===== src/rtl/id_stage_fwd.sv =====
// MIPS decode stage: register file with write-through, operand forwarding, interlocks,
// branch/jump resolution and the D/E pipeline register. Optional macro: ID_DELAY_SLOT_EN.
module id_stage_fwd #(
  parameter int unsigned DW       = 32,
  parameter int unsigned NREG     = 32,
  parameter logic [31:0] RESET_PC = 32'h0000_3000,
  localparam int unsigned AW      = $clog2(NREG)
) (
  input  logic          clk,
  input  logic          reset,
  input  logic [31:0]   instr_D,
  input  logic [31:0]   pc_D,
  input  logic          valid_D,
  input  logic          hold_E,
  input  logic          e_we,
  input  logic          e_load,
  input  logic [AW-1:0] e_addr,
  input  logic          m_we,
  input  logic          m_load,
  input  logic [AW-1:0] m_addr,
  input  logic [DW-1:0] m_data,
  input  logic          wb_we,
  input  logic [AW-1:0] wb_addr,
  input  logic [DW-1:0] wb_data,
  output logic          stall_D,
  output logic          redirect,
  output logic [31:0]   redirect_pc,
  output logic          flush_F,
  output logic          valid_E,
  output logic [DW-1:0] rs_val_E,
  output logic [DW-1:0] rt_val_E,
  output logic [DW-1:0] imm_E,
  output logic [31:0]   pc_E,
  output logic [31:0]   instr_E,
  output logic [AW-1:0] dst_E,
  output logic          we_E
);

  logic [DW-1:0] r_rf [NREG];

  logic [5:0]    w_op, w_funct;
  logic [AW-1:0] w_rs, w_rt, w_rd;
  logic [15:0]   w_imm;
  logic w_rtype, w_jr, w_jalr, w_regimm, w_j, w_jal, w_beq, w_bne, w_blez, w_bgtz;
  logic w_alui, w_lui, w_logic_imm, w_load, w_store, w_branch;
  logic w_use_rs, w_use_rt, w_ctl_src;

  assign w_op    = instr_D[31:26];
  assign w_funct = instr_D[5:0];
  assign w_rs    = AW'(instr_D[25:21]);
  assign w_rt    = AW'(instr_D[20:16]);
  assign w_rd    = AW'(instr_D[15:11]);
  assign w_imm   = instr_D[15:0];

  assign w_rtype     = (w_op == 6'h00);
  assign w_jr        = w_rtype && (w_funct == 6'h08);
  assign w_jalr      = w_rtype && (w_funct == 6'h09);
  assign w_regimm    = (w_op == 6'h01);
  assign w_j         = (w_op == 6'h02);
  assign w_jal       = (w_op == 6'h03);
  assign w_beq       = (w_op == 6'h04);
  assign w_bne       = (w_op == 6'h05);
  assign w_blez      = (w_op == 6'h06);
  assign w_bgtz      = (w_op == 6'h07);
  assign w_alui      = (w_op[5:3] == 3'b001);
  assign w_lui       = (w_op == 6'h0F);
  assign w_logic_imm = (w_op == 6'h0C) || (w_op == 6'h0D) || (w_op == 6'h0E);
  assign w_load      = (w_op[5:3] == 3'b100);
  assign w_store     = (w_op[5:3] == 3'b101);
  assign w_branch    = w_regimm || w_beq || w_bne || w_blez || w_bgtz;

  assign w_use_rs  = w_rtype || (w_alui && !w_lui) || w_load || w_store || w_branch;
  assign w_use_rt  = w_rtype || w_beq || w_bne || w_store;
  assign w_ctl_src = w_branch || w_jr || w_jalr;

  // M forwarding excludes loads: their data is not ready until W.
  logic [DW-1:0] w_rs_val, w_rt_val;
  assign w_rs_val = (w_rs == '0) ? '0 :
                    (m_we && !m_load && (m_addr == w_rs)) ? m_data :
                    (wb_we && (wb_addr == w_rs)) ? wb_data : r_rf[w_rs];
  assign w_rt_val = (w_rt == '0) ? '0 :
                    (m_we && !m_load && (m_addr == w_rt)) ? m_data :
                    (wb_we && (wb_addr == w_rt)) ? wb_data : r_rf[w_rt];

  logic w_e_hit, w_m_hit, w_interlock, w_advance;
  assign w_e_hit = e_we && (e_addr != '0) &&
                   ((w_use_rs && (e_addr == w_rs)) || (w_use_rt && (e_addr == w_rt)));
  assign w_m_hit = m_load && (m_addr != '0) &&
                   ((w_use_rs && (m_addr == w_rs)) || (w_use_rt && (m_addr == w_rt)));
  assign w_interlock = valid_D && ((e_load && w_e_hit) || (w_ctl_src && (w_e_hit || w_m_hit)));
  assign w_advance   = valid_D && !w_interlock;

  logic w_eq, w_neg, w_zero, w_take, w_redirect;
  assign w_eq   = (w_rs_val == w_rt_val);
  assign w_neg  = w_rs_val[DW-1];
  assign w_zero = (w_rs_val == '0);
  assign w_take = (w_beq && w_eq) || (w_bne && !w_eq) ||
                  (w_blez && (w_neg || w_zero)) || (w_bgtz && !(w_neg || w_zero)) ||
                  (w_regimm && (instr_D[16] ? !w_neg : w_neg)) ||
                  w_j || w_jal || w_jr || w_jalr;
  assign w_redirect = w_advance && !hold_E && w_take;

  logic [31:0] w_target;
  always_comb begin
    w_target = pc_D + 32'd4 + {{14{w_imm[15]}}, w_imm, 2'b00};
    if (w_j || w_jal) begin
      w_target = {pc_D[31:28], instr_D[25:0], 2'b00};
    end else if (w_jr || w_jalr) begin
      w_target = 32'(w_rs_val);
    end
  end

  logic [DW-1:0] w_link;
`ifdef ID_DELAY_SLOT_EN
  assign w_link  = DW'(pc_D + 32'd8);
  assign flush_F = 1'b0;
`else
  assign w_link  = DW'(pc_D + 32'd4);
  assign flush_F = reset && w_redirect;
`endif

  assign stall_D     = reset && (hold_E || w_interlock);
  assign redirect    = reset && w_redirect;
  assign redirect_pc = reset ? w_target : 32'h0;

  logic [DW-1:0] w_imm_ext;
  logic [AW-1:0] w_dst;
  assign w_imm_ext = w_logic_imm ? DW'(w_imm) :
                     w_lui       ? DW'({w_imm, 16'h0000}) : {{(DW-16){w_imm[15]}}, w_imm};
  assign w_dst     = w_rtype ? w_rd : (w_jal ? AW'(31) : w_rt);

  always_ff @(posedge clk or negedge reset) begin
    if (!reset) begin
      for (int unsigned i = 0; i < NREG; i++) r_rf[i] <= '0;
    end else if (wb_we && (wb_addr != '0)) begin
      r_rf[wb_addr] <= wb_data;
    end
  end

  logic          r_valid_E, r_we_E;
  logic [DW-1:0] r_rs_val_E, r_rt_val_E, r_imm_E;
  logic [31:0]   r_pc_E, r_instr_E;
  logic [AW-1:0] r_dst_E;

  always_ff @(posedge clk or negedge reset) begin
    if (!reset) begin
      r_valid_E  <= 1'b0;
      r_we_E     <= 1'b0;
      r_rs_val_E <= '0;
      r_rt_val_E <= '0;
      r_imm_E    <= '0;
      r_pc_E     <= RESET_PC;
      r_instr_E  <= '0;
      r_dst_E    <= '0;
    end else if (!hold_E) begin
      if (w_advance) begin
        r_valid_E  <= 1'b1;
        r_we_E     <= !(w_store || w_branch || w_j || w_jr);
        r_rs_val_E <= (w_jal || w_jalr) ? w_link : w_rs_val;
        r_rt_val_E <= w_rt_val;
        r_imm_E    <= w_imm_ext;
        r_pc_E     <= pc_D;
        r_instr_E  <= instr_D;
        r_dst_E    <= w_dst;
      end else begin
        r_valid_E <= 1'b0;
        r_we_E    <= 1'b0;
      end
    end
  end

  assign valid_E  = r_valid_E;
  assign we_E     = r_we_E;
  assign rs_val_E = r_rs_val_E;
  assign rt_val_E = r_rt_val_E;
  assign imm_E    = r_imm_E;
  assign pc_E     = r_pc_E;
  assign instr_E  = r_instr_E;
  assign dst_E    = r_dst_E;

endmodule

===== config.mk =====
export PLATFORM = sky130hd
export DESIGN_NAME = id_stage_fwd
export DESIGN_NICKNAME = d
export VERILOG_FILES = /design/src/rtl/id_stage_fwd.sv
export SDC_FILE = /design/constraint.sdc
export NUM_CORES = 2
export LEC_CHECK = 0
export ABC_CLOCK_PERIOD_IN_PS = 5400
export CAP_MARGIN = 30
export CORE_MARGIN = 4
export CORE_UTILIZATION = 30
export DETAILED_ROUTE_END_ITERATION = 8
export SETUP_SLACK_MARGIN = 0.5
export SLEW_MARGIN = 20
export SYNTH_ARGS = -nofsm -noshare
export SYNTH_HDL_FRONTEND = slang
export SYNTH_SLANG_ARGS = --single-unit
export TNS_END_PERCENT = 10

===== constraint.sdc =====
create_clock -name clk -period 5.4 [get_ports clk]
set_input_delay 0.54 -clock clk [delete_from_list [all_inputs] [get_ports clk]]
set_output_delay 0.54 -clock clk [all_outputs]
set_load 0.005 [all_outputs]

==> impl_metrics.csv <==
group,metric,value,unit
run_status,outcome,"finished with violations",
run_status,violations,"negative setup slack",
routing,vias,52130,
critical_path,end_kind,"primary output",
critical_path,r2r-start,"r_rf[772]",
grt,grt_max_degree,189,
synth,ys_seq_area_share,45.12,%
power,p_leak,36.38,nW
timing,max_freq,0.1782,GHz
critical_path,crit_family,"simple AND/OR/NAND/NOR gates",
synth,synth_top_area_share,45.04,%
synth,synthFlopType,"dfrtp_1",
synth,synthArstFlopShare,100.0,%
grt,antenna_found_initial,15,
routing,drcViolationCount,0,
critical_path,required,4.86,ns
routing,first_pass_iters,8,
cells_and_area,layout.nets,6180,
min_path,hp-start,"pc_D[5]",
cts,clock_latency,0.81,ns
place,io_buffers,353,
cells_and_area,stdcell_count,8964,
critical_path,cp_max_fo,7,
cts,htreeDepth,4,
cts,clock-root-buffer,"clkbuf_16",
timing,finClkSkew,0.02709,ns
timing,tightest_slew,1.109,ns
floorplanning,dieHeight,477.3,um
grt,first_global_vias,52540,
timing,drv_slew,0,
grt,grt-ovfl-total,0,
cts,cts_sinks,1191,
place,gp_congestion,1.016,
power,ir_worst_vdd,263.1,uV
critical_path,crit_start,"wb_addr[2]",
synth,synth_area,66060,um^2
synth,synth_edf_count,0,
routing,ant_nets,0,
timing,setup_viol,2,
floorplanning,die_x,477.3,um
critical_path,crit_chain,"clkdlybuf4s50_1, xnor2_1, buf_4, and2_2, nand2_1, buf_4, a41oi_1, a211oi_1, xnor2_1, nand4_1, or4_4, or4_4, a221oi_2, nand2_2, buf_6, buf_6, buf_6",
critical_path,critPathKind,"input port to primary output",
critical_path,crit_arrival,5.07,ns
synth,synthCells,5200,
synth,ys_seq_elements,1191,
timing,slew_headroom,26.05,%
cts,cts_max_path_buffers,3,
timing,min_period,5.612,ns
critical_path,critPathLaunchType,"input port",
place,dp_hpwl,201400,um
cells_and_area,drive_gt1_share,43.04,%
place,dp_slack,-0.9701,ns
floorplanning,start_util,30.30,%
place,dp_cells,8689,
timing,setup_slack,-0.2122,ns
routing,drt-initial-drc-count,5979,
synth,yosys.area.top_type,"dfrtp_1",
grt,grt.total_usage,24.49,%
cells_and_area,fin_area,83500,um^2
run,cap_violations,0,
routing,viasPerCell,5.816,
floorplanning,fp-row-count,171,
power,cellPowerDensity,341.1,nW/um^2
critical_path,critPathSlowestCell,"or4_4",
floorplanning,die_area,227800,um^2
min_path,hold_path.class,"input port to flop",
synth,synth_nets,5383,
place,placed_area,77890,um^2
synth,yosys_warnings,0,
timing,rsz0062_at_grt,"true",
cts,cts_tree,"done",
critical_path,cp_common_cell,"buf_6",
critical_path,max_stage_delay,0.60,ns
synth,synthTopCellsByArea,"dfrtp_1 (45%), mux4_2 (16%), mux2_2 (15%)",
floorplanning,placeableCoreArea,218000,um^2
cts,clk_pin_slew,0.06,ns
synth,ys_types,100,
timing,hold_viol_final,0,
floorplanning,ioPinCount,354,
synth,syn_area_per_cell,12.70,um^2
timing,setup_tns,-0.3128,ns
grt,grt_pass1_wl,403500,um
cells_and_area,area_delta_synth_final,26.40,%
routing,wl,286600,um
critical_path,cp_num_buf_inv,6,
routing,wire_per_inst,31.98,um
timing,post-route-period-util,103.9,%
cts,cts-buffers-inserted,135,
logic make-up after synthesis:
logic type	Yosys count	synth area share [%]
multiplexers	1530	34.24
AO/OA/AOI/OAI	765	7.527
XOR/XNOR	112	1.485
buffers and inverters	556	4.123
adder cells (fa/ha/maj)	31	0.5985
AND/OR/NAND/NOR	1015	6.906
flip-flops	1191	45.12
where the power goes:
part	leakage (nW)	internal [W]	switching, W
Clock	2.20	0.00544	0.00404
Combinational	18.9	0.00396	0.00326
Sequential	15.2	0.0106	0.00121
state kept, by name, summed over array words and instances (netlist names):
signal	cells
rt_val_E	32
rs_val_E	32
r_rf	1024
valid_E	1
we_E	1
instr_E	32
pc_E	32
imm_E	32
dst_E	5
layout by cell type (no fill, tap or decap), types with 34 or more instances in the layout:
master	netlist	layout
xnor2_1	76	69
clkbuf_1	352	38
o21ai_0	268	256
o221ai_1	42	39
mux2i_1	137	135
nand2_1	584	563
buf_12	5	87
buf_4	45	733
mux2_2	908	908
dfrtp_1	1189	1189
inv_1	35	34
clkdlybuf4s50_1	0	312
a21oi_1	96	74
nor2_1	122	100
clkbuf_16	0	138
a22oi_1	45	39
mux4_2	458	459
nor3_1	49	44
o22ai_1	75	72
nand3_1	63	61
through the flow:
stage	power [W]	hold WS, ns	utilization [%]
floorplan	0.01555	0.2444	-
global placement	0.01861	0.3739	35.69
detailed placement	0.01886	0.3837	35.73
CTS	0.02843	0.3093	38.06
global route	0.02954	0.09837	38.29
finish	0.02848	0.1171	38.30
cells in the mapped netlist (all sizes together) (13+ instances only):
cell type	count
nand3	63
nand3b	13
a21oi	96
nand2b	20
a31oi	25
xnor2	76
mux2	908
nor3	49
o21ai	271
xor2	36
nand2	584
a22oi	45
nor4	15
a22o	14
dfrtp	1189
nand4	18
and3	19
a21o	17
or3	17
a221oi	30
o221ai	43
mux4	485
o22ai	75
inv	36
buf	163
a211oi	33
nor2	123
nor2b	25
ha	30
mux2i	137
clkbuf	354
and2	17
final timing paths:
path / endpoint / slack (ns) / cells after the start
worst min-delay path: pc_E[5] / 0.12 / 4
worst max register to register: rs_val_E[4] / 2.41 / 10
min in group asynchronous: r_rf[211] / 0.31 / 2
worst max-delay path: flush_F / -0.21 / 17
max in group asynchronous: r_rf[40] / 2.84 / 5
worst min register to register: r_rf[1000] / 0.39 / 0
repair_timing:
action / in CTS / in global routing
endpoints found under the hold margin: 82 / 0
pin swaps: 45 / 42
buffers inserted: 6 / 14
gates cloned: 1 / 0
endpoints found under the setup margin: 25 / 26
hold buffers: 1 / 0
resized for setup: 132 / 96
cell type report:
class	instances	area (um^2)
Antenna cell	8	20.02
Clock buffer	205	3995
Clock inverter	37	506.7
Fill cell	20690	134500
Inverter	38	142.6
Multi-Input combinational cell	3453	34560
Sequential cell	1191	29810
Tap cell	2854	3571
Timing Repair Buffer	1178	10890
worst reg2reg max path, delay by kind of cell, from the launching register on:
| family | cells | cell delay, ns |
|---|---|---|
| AO/OA/AOI/OAI | 6 | 1.55 |
| multiplexers | 1 | 0.47 |
| buffers and inverters | 2 | 0.40 |
| flip-flops | 1 | 0.39 |
| AND/OR/NAND/NOR | 1 | 0.05 |
metal layers:
metal	track usage (%)	part of all wire [%]	vias up
met2	38.34	45	2906
li1	-	-	21150
met1	31.48	39	27340
met5	0	0.036	-
met4	12.62	6.1	14
met3	6.054	9.1	723
Power figures use the tool's default switching activity.
